--- config.mk ---
export PLATFORM = sky130hd
export DESIGN_NAME = pkt_rr_arb2
export DESIGN_NICKNAME = d
export VERILOG_FILES = /design/src/rtl/pkt_rr_arb2.sv
export SDC_FILE = /design/constraint.sdc
export NUM_CORES = 1
export LEC_CHECK = 0
export CORE_MARGIN = 10
export CORE_UTILIZATION = 39
export DETAILED_ROUTE_END_ITERATION = 12
export HOLD_SLACK_MARGIN = 0.1
export PLACE_DENSITY = 0.7
export SKIP_LAST_GASP = 1
export SLEW_MARGIN = 5
export SYNTH_ARGS = -nofsm -noshare
export SYNTH_HDL_FRONTEND = slang
export SYNTH_SLANG_ARGS = --single-unit
--- constraint.sdc ---
create_clock -name clk -period 7.25 [get_ports clk]
set_input_delay 0.725 -clock clk [delete_from_list [all_inputs] [get_ports clk]]
set_output_delay 0.725 -clock clk [all_outputs]
set_load 0.02 [all_outputs]
--- src/rtl/pkt_rr_arb2.sv ---
// pkt_rr_arb2: two-input, packet-granular round-robin arbiter.
// Merges two show-ahead packet FIFO read ports ({sop, eop, data}) onto one
// registered downstream stream. A granted packet keeps the grant until its
// eop beat is transferred, so packets never interleave.
// Optional build macro PKT_LEN_CHK_EN: truncates packets longer than MAX_LEN
// beats (forced eop + err) and drains the remainder in a DROP state.
module pkt_rr_arb2 #(
   parameter int DATA_W  = 8,
   parameter int MAX_LEN = 256,
   parameter int CNT_W   = 16
) (
   input  logic              clk,
   input  logic              rst,
   input  logic [DATA_W-1:0] s0_dat,
   input  logic              s0_vld,
   input  logic              s0_sop,
   input  logic              s0_eop,
   output logic              s0_rd,
   input  logic [DATA_W-1:0] s1_dat,
   input  logic              s1_vld,
   input  logic              s1_sop,
   input  logic              s1_eop,
   output logic              s1_rd,
   output logic [DATA_W-1:0] dout,
   output logic              dout_vld,
   output logic              dout_sop,
   output logic              dout_eop,
   input  logic              out_rdy,
   output logic              err,
   output logic [CNT_W-1:0]  pkt_cnt0,
   output logic [CNT_W-1:0]  pkt_cnt1
);

`ifdef PKT_LEN_CHK_EN
   typedef enum logic [2:0] {IDLE, GNT0, GNT1, DROP0, DROP1} state_t;
   localparam int LEN_W = $clog2(MAX_LEN + 1);
   logic [LEN_W-1:0] len_q, len_d;
`else
   typedef enum logic [1:0] {IDLE, GNT0, GNT1} state_t;
   // MAX_LEN only matters when the length check is built in.
   logic unused_max_len;
   assign unused_max_len = (MAX_LEN > 0);
`endif

   state_t state_q, state_d;
   logic   ptr_q, ptr_d;      // 1: port 1 has priority on a tie
   logic   gap_q, gap_d;      // forces the idle cycle after a packet ends

   logic              req0, req1, stray0, stray1;
   logic              gsel, port_sel;
   logic              b_vld, b_sop, b_eop;
   logic [DATA_W-1:0] b_dat;
   logic              rd0_c, rd1_c;
   logic              fwd, fwd_sop, fwd_eop, err_c;

   logic [DATA_W-1:0] dout_q;
   logic              dout_vld_q, dout_sop_q, dout_eop_q, err_q;
   logic [CNT_W-1:0]  cnt0_q, cnt1_q;

   assign req0   = s0_vld & s0_sop;
   assign req1   = s1_vld & s1_sop;
   assign stray0 = s0_vld & ~s0_sop;
   assign stray1 = s1_vld & ~s1_sop;
   // On a tie the pointer decides; otherwise the lone requester wins.
   assign gsel   = (req0 & req1) ? ptr_q : req1;

   // Select which port's head beat the datapath looks at this cycle.
   always_comb begin
      port_sel = gsel;
      case (state_q)
         GNT0:    port_sel = 1'b0;
         GNT1:    port_sel = 1'b1;
`ifdef PKT_LEN_CHK_EN
         DROP0:   port_sel = 1'b0;
         DROP1:   port_sel = 1'b1;
`endif
         default: port_sel = gsel;
      endcase
   end

   assign b_vld = port_sel ? s1_vld : s0_vld;
   assign b_sop = port_sel ? s1_sop : s0_sop;
   assign b_eop = port_sel ? s1_eop : s0_eop;
   assign b_dat = port_sel ? s1_dat : s0_dat;

   // Next-state, read requests and forward decision.
   always_comb begin
      state_d = state_q;
      ptr_d   = ptr_q;
      gap_d   = 1'b0;
      rd0_c   = 1'b0;
      rd1_c   = 1'b0;
      fwd     = 1'b0;
      fwd_sop = 1'b0;
      fwd_eop = 1'b0;
      err_c   = 1'b0;
`ifdef PKT_LEN_CHK_EN
      len_d   = len_q;
`endif
      case (state_q)
         IDLE: begin
            if (!gap_q) begin
               // Beats without sop at a packet boundary are discarded.
               rd0_c = stray0;
               rd1_c = stray1;
               err_c = stray0 | stray1;
               if ((req0 | req1) && out_rdy) begin
                  ptr_d   = ~gsel;
                  fwd     = 1'b1;
                  fwd_sop = 1'b1;
                  fwd_eop = b_eop;
                  if (gsel) rd1_c = 1'b1;
                  else      rd0_c = 1'b1;
                  if (b_eop) gap_d = 1'b1;
`ifdef PKT_LEN_CHK_EN
                  else if (MAX_LEN == 1) begin
                     fwd_eop = 1'b1;
                     err_c   = 1'b1;
                     state_d = gsel ? DROP1 : DROP0;
                  end else begin
                     len_d   = LEN_W'(1);
                     state_d = gsel ? GNT1 : GNT0;
                  end
`else
                  else state_d = gsel ? GNT1 : GNT0;
`endif
               end
            end
         end
         GNT0, GNT1: begin
            if (b_vld && out_rdy) begin
               if (port_sel) rd1_c = 1'b1;
               else          rd0_c = 1'b1;
               fwd     = 1'b1;
               fwd_eop = b_eop;
               // A sop inside a packet is passed on as a plain data beat.
               if (b_sop) err_c = 1'b1;
               if (b_eop) begin
                  state_d = IDLE;
                  gap_d   = 1'b1;
               end
`ifdef PKT_LEN_CHK_EN
               else if (len_q == LEN_W'(MAX_LEN - 1)) begin
                  fwd_eop = 1'b1;
                  err_c   = 1'b1;
                  state_d = port_sel ? DROP1 : DROP0;
               end else begin
                  len_d = len_q + LEN_W'(1);
               end
`endif
            end
         end
`ifdef PKT_LEN_CHK_EN
         DROP0, DROP1: begin
            // Drain the rest of a truncated packet without forwarding.
            if (b_vld) begin
               if (port_sel) rd1_c = 1'b1;
               else          rd0_c = 1'b1;
               if (b_eop) begin
                  state_d = IDLE;
                  gap_d   = 1'b1;
               end
            end
         end
`endif
         default: state_d = IDLE;
      endcase
   end

   // Nothing is consumed from the FIFOs while reset is held.
   assign s0_rd = rd0_c & ~rst;
   assign s1_rd = rd1_c & ~rst;

   // Control state: FSM, round-robin pointer, inter-packet gap.
   always_ff @(posedge clk) begin
      if (rst) begin
         state_q <= IDLE;
         ptr_q   <= 1'b0;
         gap_q   <= 1'b0;
`ifdef PKT_LEN_CHK_EN
         len_q   <= '0;
`endif
      end else begin
         state_q <= state_d;
         ptr_q   <= ptr_d;
         gap_q   <= gap_d;
`ifdef PKT_LEN_CHK_EN
         len_q   <= len_d;
`endif
      end
   end

   // Output beat register, one cycle after the FIFO read.
   always_ff @(posedge clk) begin
      if (rst) begin
         dout_q     <= '0;
         dout_vld_q <= 1'b0;
         dout_sop_q <= 1'b0;
         dout_eop_q <= 1'b0;
         err_q      <= 1'b0;
      end else begin
         dout_vld_q <= fwd;
         if (fwd) dout_q <= b_dat;
         dout_sop_q <= fwd & fwd_sop;
         dout_eop_q <= fwd & fwd_eop;
         err_q      <= err_c;
      end
   end

   // Per-port packet counters, bumped on every forwarded eop.
   always_ff @(posedge clk) begin
      if (rst) begin
         cnt0_q <= '0;
         cnt1_q <= '0;
      end else if (fwd && fwd_eop) begin
         if (port_sel) cnt1_q <= cnt1_q + CNT_W'(1);
         else          cnt0_q <= cnt0_q + CNT_W'(1);
      end
   end

   assign dout     = dout_q;
   assign dout_vld = dout_vld_q;
   assign dout_sop = dout_sop_q;
   assign dout_eop = dout_eop_q;
   assign err      = err_q;
   assign pkt_cnt0 = cnt0_q;
   assign pkt_cnt1 = cnt1_q;

endmodule

# After elaboration in Yosys (flattened, before gate mapping)
# Cells that the tools add are included.
[totals] latchBits=0 mem_count=0 out_inout_bits=46 ff_bits=48 ram_bits=0 mem_bits_ro=0 inputBits=25
[classes] n_div=0 n_reduce_logical=9 bitwise=17 eq_ne=7 shift=0 n_mul=0 magnitude_cmp=0 n_addsub=2 n_mux=43
[op_table] operator="adder 16 x 1 -> 16 bit, second input constant" count=2
[op_table] operator="two-way mux 1 bit" count=28
[op_table] operator="case mux 1 bit (2 select lines)" count=7
[op_table] operator="two-way mux 2 bit" count=6
[op_table] operator="inequality test 2 bit, second input constant" count=5
[op_table] operator="AND 1 bit" count=9
[op_table] operator="two-way mux 8 bit" count=1
[op_table] operator="inverter 1 bit" count=6
[op_table] operator="AND reduction 5 bit" count=1
[op_table] operator="case mux 2 bit (2 select lines)" count=1
[op_table] operator="AND reduction 2 bit" count=2
[op_table] operator="logical AND 1 bit" count=3
[op_table] operator="AND reduction 3 bit" count=1
[op_table] operator="equality test 2 x 1 -> 1 bit, second input constant" count=1
[op_table] operator="equality test 2 bit, second input constant" count=1
[op_table] operator="logical NOT 2 bit" count=1
[op_table] operator="OR 1 bit" count=2
[op_table] operator="OR reduction 2 bit" count=1

# Longest topological paths before layout
# Gate-level depths: netlist of run 1.
[logic_depth] depth_word=10 ltp_mapped=10

# Worst setup path after synthesis of run 1
# OpenSTA, ideal clock, no wires.
[synth_path] kind="register to output" from="register state_q[0]" to="output s1_rd" stages_incl_launch_ff=10 required_ns=6.525 setup_slack_ns=4.410 t_arrival_ns=2.115 cell_sequence="dfxtp_1 -> inv_1 -> ha_1 -> buf_6 -> nand3b_4 -> o21a_1 -> buf_6 -> clkbuf_1 -> o22a_1 -> nor3_1"
[synth_between] elab_chain_len=7 elab_cells_between_ends=11
[synth_rtl] item="from (decl)" line="45" rtl="state_t state_q, state_d;"
[synth_rtl] item="from (signal assigned)" line="184" rtl="state_q <= state_d;"
[synth_rtl] item="equality test 2 bit / equality test 2 x 1 -> 1 bit (equally long branches)" line="70, 100"
[synth_rtl] item="case mux 1 bit (2 select lines)" line="70" rtl="case (state_q)"
[synth_rtl] item="two-way mux 1 bit" line="81" rtl="assign b_vld = port_sel ? s1_vld : s0_vld;"
[synth_rtl] item="logical AND 1 bit" line="131" rtl="if (b_vld && out_rdy) begin"
[synth_rtl] item="two-way mux 1 bit" line="131"
[synth_rtl] item="case mux 1 bit (2 select lines) (*)" line="100" rtl="case (state_q)"
[synth_rtl] item="AND 1 bit (*)" line="172" rtl="assign s1_rd = rd1_c & ~rst;"
[synth_rtl] item="to (decl)" line="23" rtl="output logic s1_rd,"
# Mark *: on every way between the ends. The rest lies on a longest branch, timed or not.

# Worst setup path in the final report of run 1
[layout_path] from="input s0_vld" to="output s1_rd"
[layout_between] elab_chain_len=9 elab_cells_between_ends=15
[layout_rtl] item="from (decl)" line="15" rtl="input logic s0_vld,"
[layout_rtl] item="AND 1 bit" line="60" rtl="assign req0 = s0_vld & s0_sop;"
[layout_rtl] item="AND 1 bit" line="65" rtl="assign gsel = (req0 & req1) ? ptr_q : req1;"
[layout_rtl] item="two-way mux 1 bit" line="65"
[layout_rtl] item="case mux 1 bit (2 select lines)" line="70"
[layout_rtl] item="two-way mux 1 bit" line="81"
[layout_rtl] item="logical AND 1 bit" line="131"
[layout_rtl] item="two-way mux 1 bit" line="131"
[layout_rtl] item="case mux 1 bit (2 select lines) (*)" line="100"
[layout_rtl] item="AND 1 bit (*)" line="172"
# Marks and branches as above.

==> results of run 1 <==
==> cells in the final DEF (no fill, tap or decap), drive strengths merged, types with 5 or more instances in the layout <==
cell type      count
ha                 5
xor2               8
nand4             11
a311oi            11
or3                5
and3               5
clkbuf             7
inv                8
o21ai              6
nor2b              5
nand2b             5
a31o               5
nand3             15
nor4               5
clkdlybuf4s50     69
xnor2              7
nor2              41
nand2             24
nor3               6
a21oi             13
dfxtp             48
==> final cells by class <==
cell class,instances,area (um^2)
well taps,77,96.3
fillers,589,2980
multi-input cells,218,1410
flip-flops and latches,48,961
repair buffers,71,703
inverters,8,30.0
clock buffers,7,96.3
==> metal layers <==
metal  vias up  global-route usage (%)  routed length [um]
met1      1082                    15.7                2840
met5         -                       0                   0
met4         0                    3.64                  55
li1       1178                       -                   -
met2        59                    20.7                3030
met3         4                    5.08                 525
==> how the worst min path moves through the flow <==
stage,slack [ns],end,startpoint,cells past startpoint
6_report,0.50,dout[2],dout[2],2
4_1_cts,0.51,pkt_cnt1[14],pkt_cnt1[14],2
2_1_floorplan,0.48,state_q[1],state_q[1],2
3_5_place_dp,0.49,pkt_cnt1[14],pkt_cnt1[14],2
5_1_grt,0.53,dout[1],dout[1],2
3_3_place_gp,0.48,pkt_cnt1[14],pkt_cnt1[14],2
==> cells by family (layout without fill, tap and decap cells) <==
group                    Yosys count  after routing
multiplexers                       7              7
buffers and inverters             24             86
AO/OA/AOI/OAI                     53             53
flip-flops                        48             48
adder cells (fa/ha/maj)            5              5
XOR/XNOR                          15             15
AND/OR/NAND/NOR                  138            138
==> flip-flops by register name (all words and copies together) (netlist names), 2 cells and up <==
name      cells
dout          8
pkt_cnt0     16
pkt_cnt1     16
state_q       2
==> Yosys cell counts (all sizes together), types with 5 or more instances <==
cell type  count
nor2b          5
nor3           6
nor4           5
a31o           5
xnor2          7
a311oi        11
nand2         24
nand2b         5
xor2           8
and3           5
o21ai          6
ha             5
a21oi         13
nand3         15
or3            5
dfxtp         48
nor2          41
clkbuf        12
inv            8
nand4         11
==> power groups by stage <==
stage / registers [mW] / logic, mW / clock network [mW]
floorplan: 0.288 / 0.0432 / 0
detailed placement: 0.281 / 0.0875 / 0
global route: 0.276 / 0.0952 / 0.184
finish: 0.275 / 0.0874 / 0.169
global placement: 0.281 / 0.0866 / 0
CTS: 0.275 / 0.0881 / 0.175
==> worst register-to-register path: stages (launching register included) <==
cell and delay (ns):
dfxtp_1 0.35, inv_1 0.08, ha_1 0.44, nand3b_4 0.23
o21ai_1 0.85, and4_1 0.47, a311oi_1 0.13, a41o_1 0.22
==> through the flow <==
step	cell area, um^2	setup WS [ns]	hold slack (ns)
2_1_floorplan	2480	4.41	0.482
3_3_place_gp	3200	3.61	0.479
3_5_place_dp	3200	3.55	0.494
4_1_cts	3300	3.54	0.509
5_1_grt	3300	3.42	0.530
6_report	3300	3.56	0.504
==> impl_metrics.ini, run 1 <==
[yosys]
synth_compound_area_share_pct = 16.6
synth_xor_area_share_pct = 5.29
ys_types = 46
muxShareOfSynthArea_pct = 3.02
async_reset_ff_share_pct = 0
yosysWarnings = 0
syn_area_um2 = 2480
synth_fa_ha_area_share_pct = 2.52
synth_top_family_by_area = simple AND/OR/NAND/NOR gates
synth_top_area_share_pct = 38.7
synth_edf_count = 0
synth_ff_type = dfxtp_1
synth-simple-area-share_pct = 29.3
post_synth_main_area_contributors = dfxtp_1 (39%), nor2_1 (6.2%), a311oi_1 (3.9%)
yosysTopAreaCell = dfxtp_1
syn_inst = 290
synth_seq_area_share_pct = 38.7
avgSynthCellArea_um2 = 8.56
syn_nets = 320
synth_seq_cells = 48

[detailed_routing]
ant_nets = 0
wl_um = 6450
vias_per_cell = 5.41
detail_route.first_pass.iterations = 5
drc = 0
drt_iter0_drc = 134
vias = 2323
avgRoutedWirePerCell_um = 15.0

[critical_path]
crit_end = s1_rd
crit_path_start_kind = primary input
cpMostUsedCell = clkdlybuf4s50_1
cp-startpoint = s0_vld
reg2reg_from = state_q[0]
cp.arrival_ns = 2.97
critical_path.cell_chain = clkdlybuf4s50_1 > and3b_1 > o21a_1 > o22a_1 > nor3_1 > clkdlybuf4s50_1
critical_path_required_ns = 6.52
rrSetupSlack_ns = 4.39
cp_num_buf_inv = 2
critical-path-slowest-cell = o21a_1
endpoint_kind = primary output
path_max_fanout = 17
crit_family = buffers and inverters
cp_num_cells = 6
r2r_end = pkt_cnt1[11]
critPathMaxStageDelay_ns = 0.57
crit_type = primary input to primary output
r2r_cells = 7

[power]
comb_power_share_pct = 16.5
powerDensity_nw_per_um2 = 161
p_leak_nw = 1.18
p_sw_share_pct = 25.5
internal_power_mw = 0.395
clkPwrFrac_pct = 31.8
fin_total_pwr_mw = 0.531
seqPwrFrac_pct = 51.7
p_sw_mw = 0.135
worst_ir_drop_vdd_mv = 0.110

[cts]
max-clock-path-buffers = 2
cts_sinks = 48
cts_hold_buf = 0
ctsResizeCount = 0
cts-htree-levels = 2
tritoncts = built
cts_root_buffer = clkbuf_8
clock_latency_ns = 0.29
post_cts_buffers = 0
clk_pin_slew_ns = 0.09
numCtsBuffers = 5

[floorplan]
die_y_um = 99.8
start_util_pct = 39.6
fp.dieW_um = 99.8
core_um2 = 6280
row_count = 29
die_area_um2 = 9960
pin_count = 71

[cells_and_area]
final_cells = 429
utilization_pct = 52.5
final_layout_size_suffix_gt1_share_pct = 6.25
syn2layout_area_growth_pct = 32.7
n_antenna_cell = 0
final_nets = 382

[sta]
slew_headroom_pct = 26.6
drv_slew = 0
clock.fmax_mhz = 271
finalSetupViolations = 0
fin_tns_setup_ns = 0
worstMarginPinSlew_ns = 1.09
rsz0062_at_grt = false
fin_crit_sh_pct = 50.9
finalClockSkew_ns = 0.00755
hold_viol_final = 0
fin_crit_ns = 3.69

[worst_hold_path]
min_path_type = register to register

[placement]
dp_cells = 422
io_buffers = 70
gp_congestion = 0.759
post-dp-hpwl_um = 4770

[status]
status = finished clean

[global_routing]
antenna_found_initial = 0
grt_pass1_vias = 2238
overflow = 0
grt_max_degree = 59
track_usage_pct = 12.9
grt_pass1_wl_um = 10900

[run]
drv_cap = 0
(Power assumes the default switching activity.)
==> inputs of run 2 (changes only) <==
--- a/config.mk
+++ b/config.mk
@@ -9,7 +9,7 @@
 export CORE_UTILIZATION = 39
 export DETAILED_ROUTE_END_ITERATION = 12
 export HOLD_SLACK_MARGIN = 0.1
-export PLACE_DENSITY = 0.7
+export PLACE_DENSITY = 0.72
 export SKIP_LAST_GASP = 1
 export SLEW_MARGIN = 5
 export SYNTH_ARGS = -nofsm -noshare
==> constraint.sdc (replaced) <==
create_clock -name clk -period 3.31 [get_ports clk]
set_input_delay 0.331 -clock clk [delete_from_list [all_inputs] [get_ports clk]]
set_output_delay 0.331 -clock clk [all_outputs]
set_load 0.02 [all_outputs]
==> impl_metrics.ini, run 2 (synthesis gave the netlist of run 1 again) <==
[status]
status = finished clean

[placement]
post-dp-hpwl_um = 4950
dp_cells = 424
gp_congestion = 0.850
place_ws_ns = 0.574
io_buffers = 70

[sta]
clock.fmax_mhz = 336
fin_tns_setup_ns = 0
setup_ws_ns = 0.333
rsz0062_at_grt = false
finalClockSkew_ns = 0.00341
slew_headroom_pct = 37.0
finalSetupViolations = 0
fin_crit_sh_pct = 89.9
worstMarginPinSlew_ns = 0.941
hold_viol_final = 0
drv_slew = 0
fin_crit_ns = 2.98

[run]
drv_cap = 0

[floorplan]
die_area_um2 = 9960
row_count = 29
core_um2 = 6280
fp.dieW_um = 99.8
pin_count = 71
die_y_um = 99.8
start_util_pct = 39.6

[global_routing]
busiest_layer = met2
grtUsageMet3_pct = 4.88
grt_pass1_vias = 2164
overflow = 0
met2_usage_pct = 20.7
track_usage_pct = 12.8
grt_pass1_wl_um = 10700
grt_max_degree = 57
met1_usage_pct = 15.3
antenna_found_initial = 0

[power]
p_sw_share_pct = 26.3
p_sw_mw = 0.295
p_leak_nw = 1.18
worst_ir_drop_vdd_mv = 0.191
seqPwrFrac_pct = 53.7
internal_power_mw = 0.826
clkPwrFrac_pct = 29.0
powerDensity_nw_per_um2 = 340
comb_power_share_pct = 17.3

[worst_hold_path]
worstHoldPathCells = 2
min_path_type = register to register
holdPathEnd = dout[7]
hold_start = dout[7]

[detailed_routing]
drc = 0
detail_route.first_pass.iterations = 4
vias_per_cell = 5.38
avgRoutedWirePerCell_um = 15.3
drt_iter0_drc = 158
wl_um = 6600
ant_nets = 0
vias = 2319

[critical_path]
r2r_cells = 7
reg2reg_from = state_q[1]
crit_path_start_kind = register
cp.arrival_ns = 2.65
critical_path_required_ns = 2.98
rrSetupSlack_ns = 0.77
endpoint_kind = primary output
crit_type = register to primary output
path_max_fanout = 8
r2r_end = pkt_cnt1[14]

[cts]
ctsResizeCount = 0
clock_latency_ns = 0.29
cts-htree-levels = 2
clk_pin_slew_ns = 0.08
cts_sinks = 48
numCtsBuffers = 5
cts_root_buffer = clkbuf_8
cts_hold_buf = 0
tritoncts = built
post_cts_buffers = 0
max-clock-path-buffers = 2

[cells_and_area]
final_cell_mix = clkdlybuf4s50_1 (69), dfxtp_1 (48), nor2_1 (41), nand2_1 (24), nand3_1 (15)
final_cells = 431
final_layout_size_suffix_gt1_share_pct = 6.50
final_nets = 384
n_antenna_cell = 0
fillers = 585
final_common_cell = clkdlybuf4s50_1
syn2layout_area_growth_pct = 32.5
==> run 2: power by group through the flow <==
| stage | Combinational, mW | Clock (mW) | Sequential [mW] |
|---|---|---|---|
| after global placement | 0.192 | 0 | 0.615 |
| final | 0.194 | 0.325 | 0.602 |
| after global routing | 0.211 | 0.360 | 0.604 |
| after floorplan | 0.0946 | 0 | 0.631 |
| after detailed placement | 0.195 | 0 | 0.616 |
| after CTS | 0.195 | 0.338 | 0.602 |
==> run 2: per-stage QoR <==
step           power (mW)  instance area, um^2  hold WS [ns]  utilization [%]
2_1_floorplan       0.726                 2480         0.482                -
3_3_place_gp        0.807                 3210         0.482             51.2
4_1_cts              1.14                 3290         0.507             52.4
6_report             1.12                 3290         0.501             52.4
3_5_place_dp        0.810                 3210         0.495             51.2
5_1_grt              1.17                 3290         0.526             52.4
==> run 2: worst max-delay path: stages (launching register included) <==
cell and delay (ns):
dfxtp_1 0.38, inv_1 0.08, ha_1 0.41, nand3b_4 0.22
o21a_1 0.26, o22a_1 0.24, nor3_1 0.13, clkdlybuf4s50_1 0.63
==> run 2: worst max path at each step <==
stage / from / slack [ns] / endpoint
2_1_floorplan: state_q[0] / 0.86 / s1_rd
3_3_place_gp: s1_vld / 0.60 / s0_rd
3_5_place_dp: out_rdy / 0.57 / dout[0]
4_1_cts: state_q[1] / 0.32 / s1_rd
5_1_grt: state_q[1] / 0.16 / s1_rd
6_report: state_q[1] / 0.33 / s1_rd
==> run 2: layout make-up <==
type	instances	area, um^2	area share, %
multi-input cells	218	1410	42.8
repair buffers	73	718	21.8
clock buffers	6	72.6	2.20
well taps	77	96.3	2.93
inverters	8	30.0	0.912
clock inverters	1	5.00	0.152
flip-flops and latches	48	961	29.2
==> run 2: per-layer routing <==
layer,wire (um),share of wire [%]
met1,2920,44
met2,3140,48
met3,491,7.4
met4,47,0.71
met5,0,0
==> inputs of run 3 (changes only) <==
--- a/config.mk
+++ b/config.mk
@@ -11,7 +11,7 @@
 export HOLD_SLACK_MARGIN = 0.1
 export PLACE_DENSITY = 0.72
 export SKIP_LAST_GASP = 1
-export SLEW_MARGIN = 5
+export SLEW_MARGIN = 20
 export SYNTH_ARGS = -nofsm -noshare
 export SYNTH_HDL_FRONTEND = slang
 export SYNTH_SLANG_ARGS = --single-unit
==> results of run 3 <==
Final layout, timing and power as in run 2 (identical DEF).
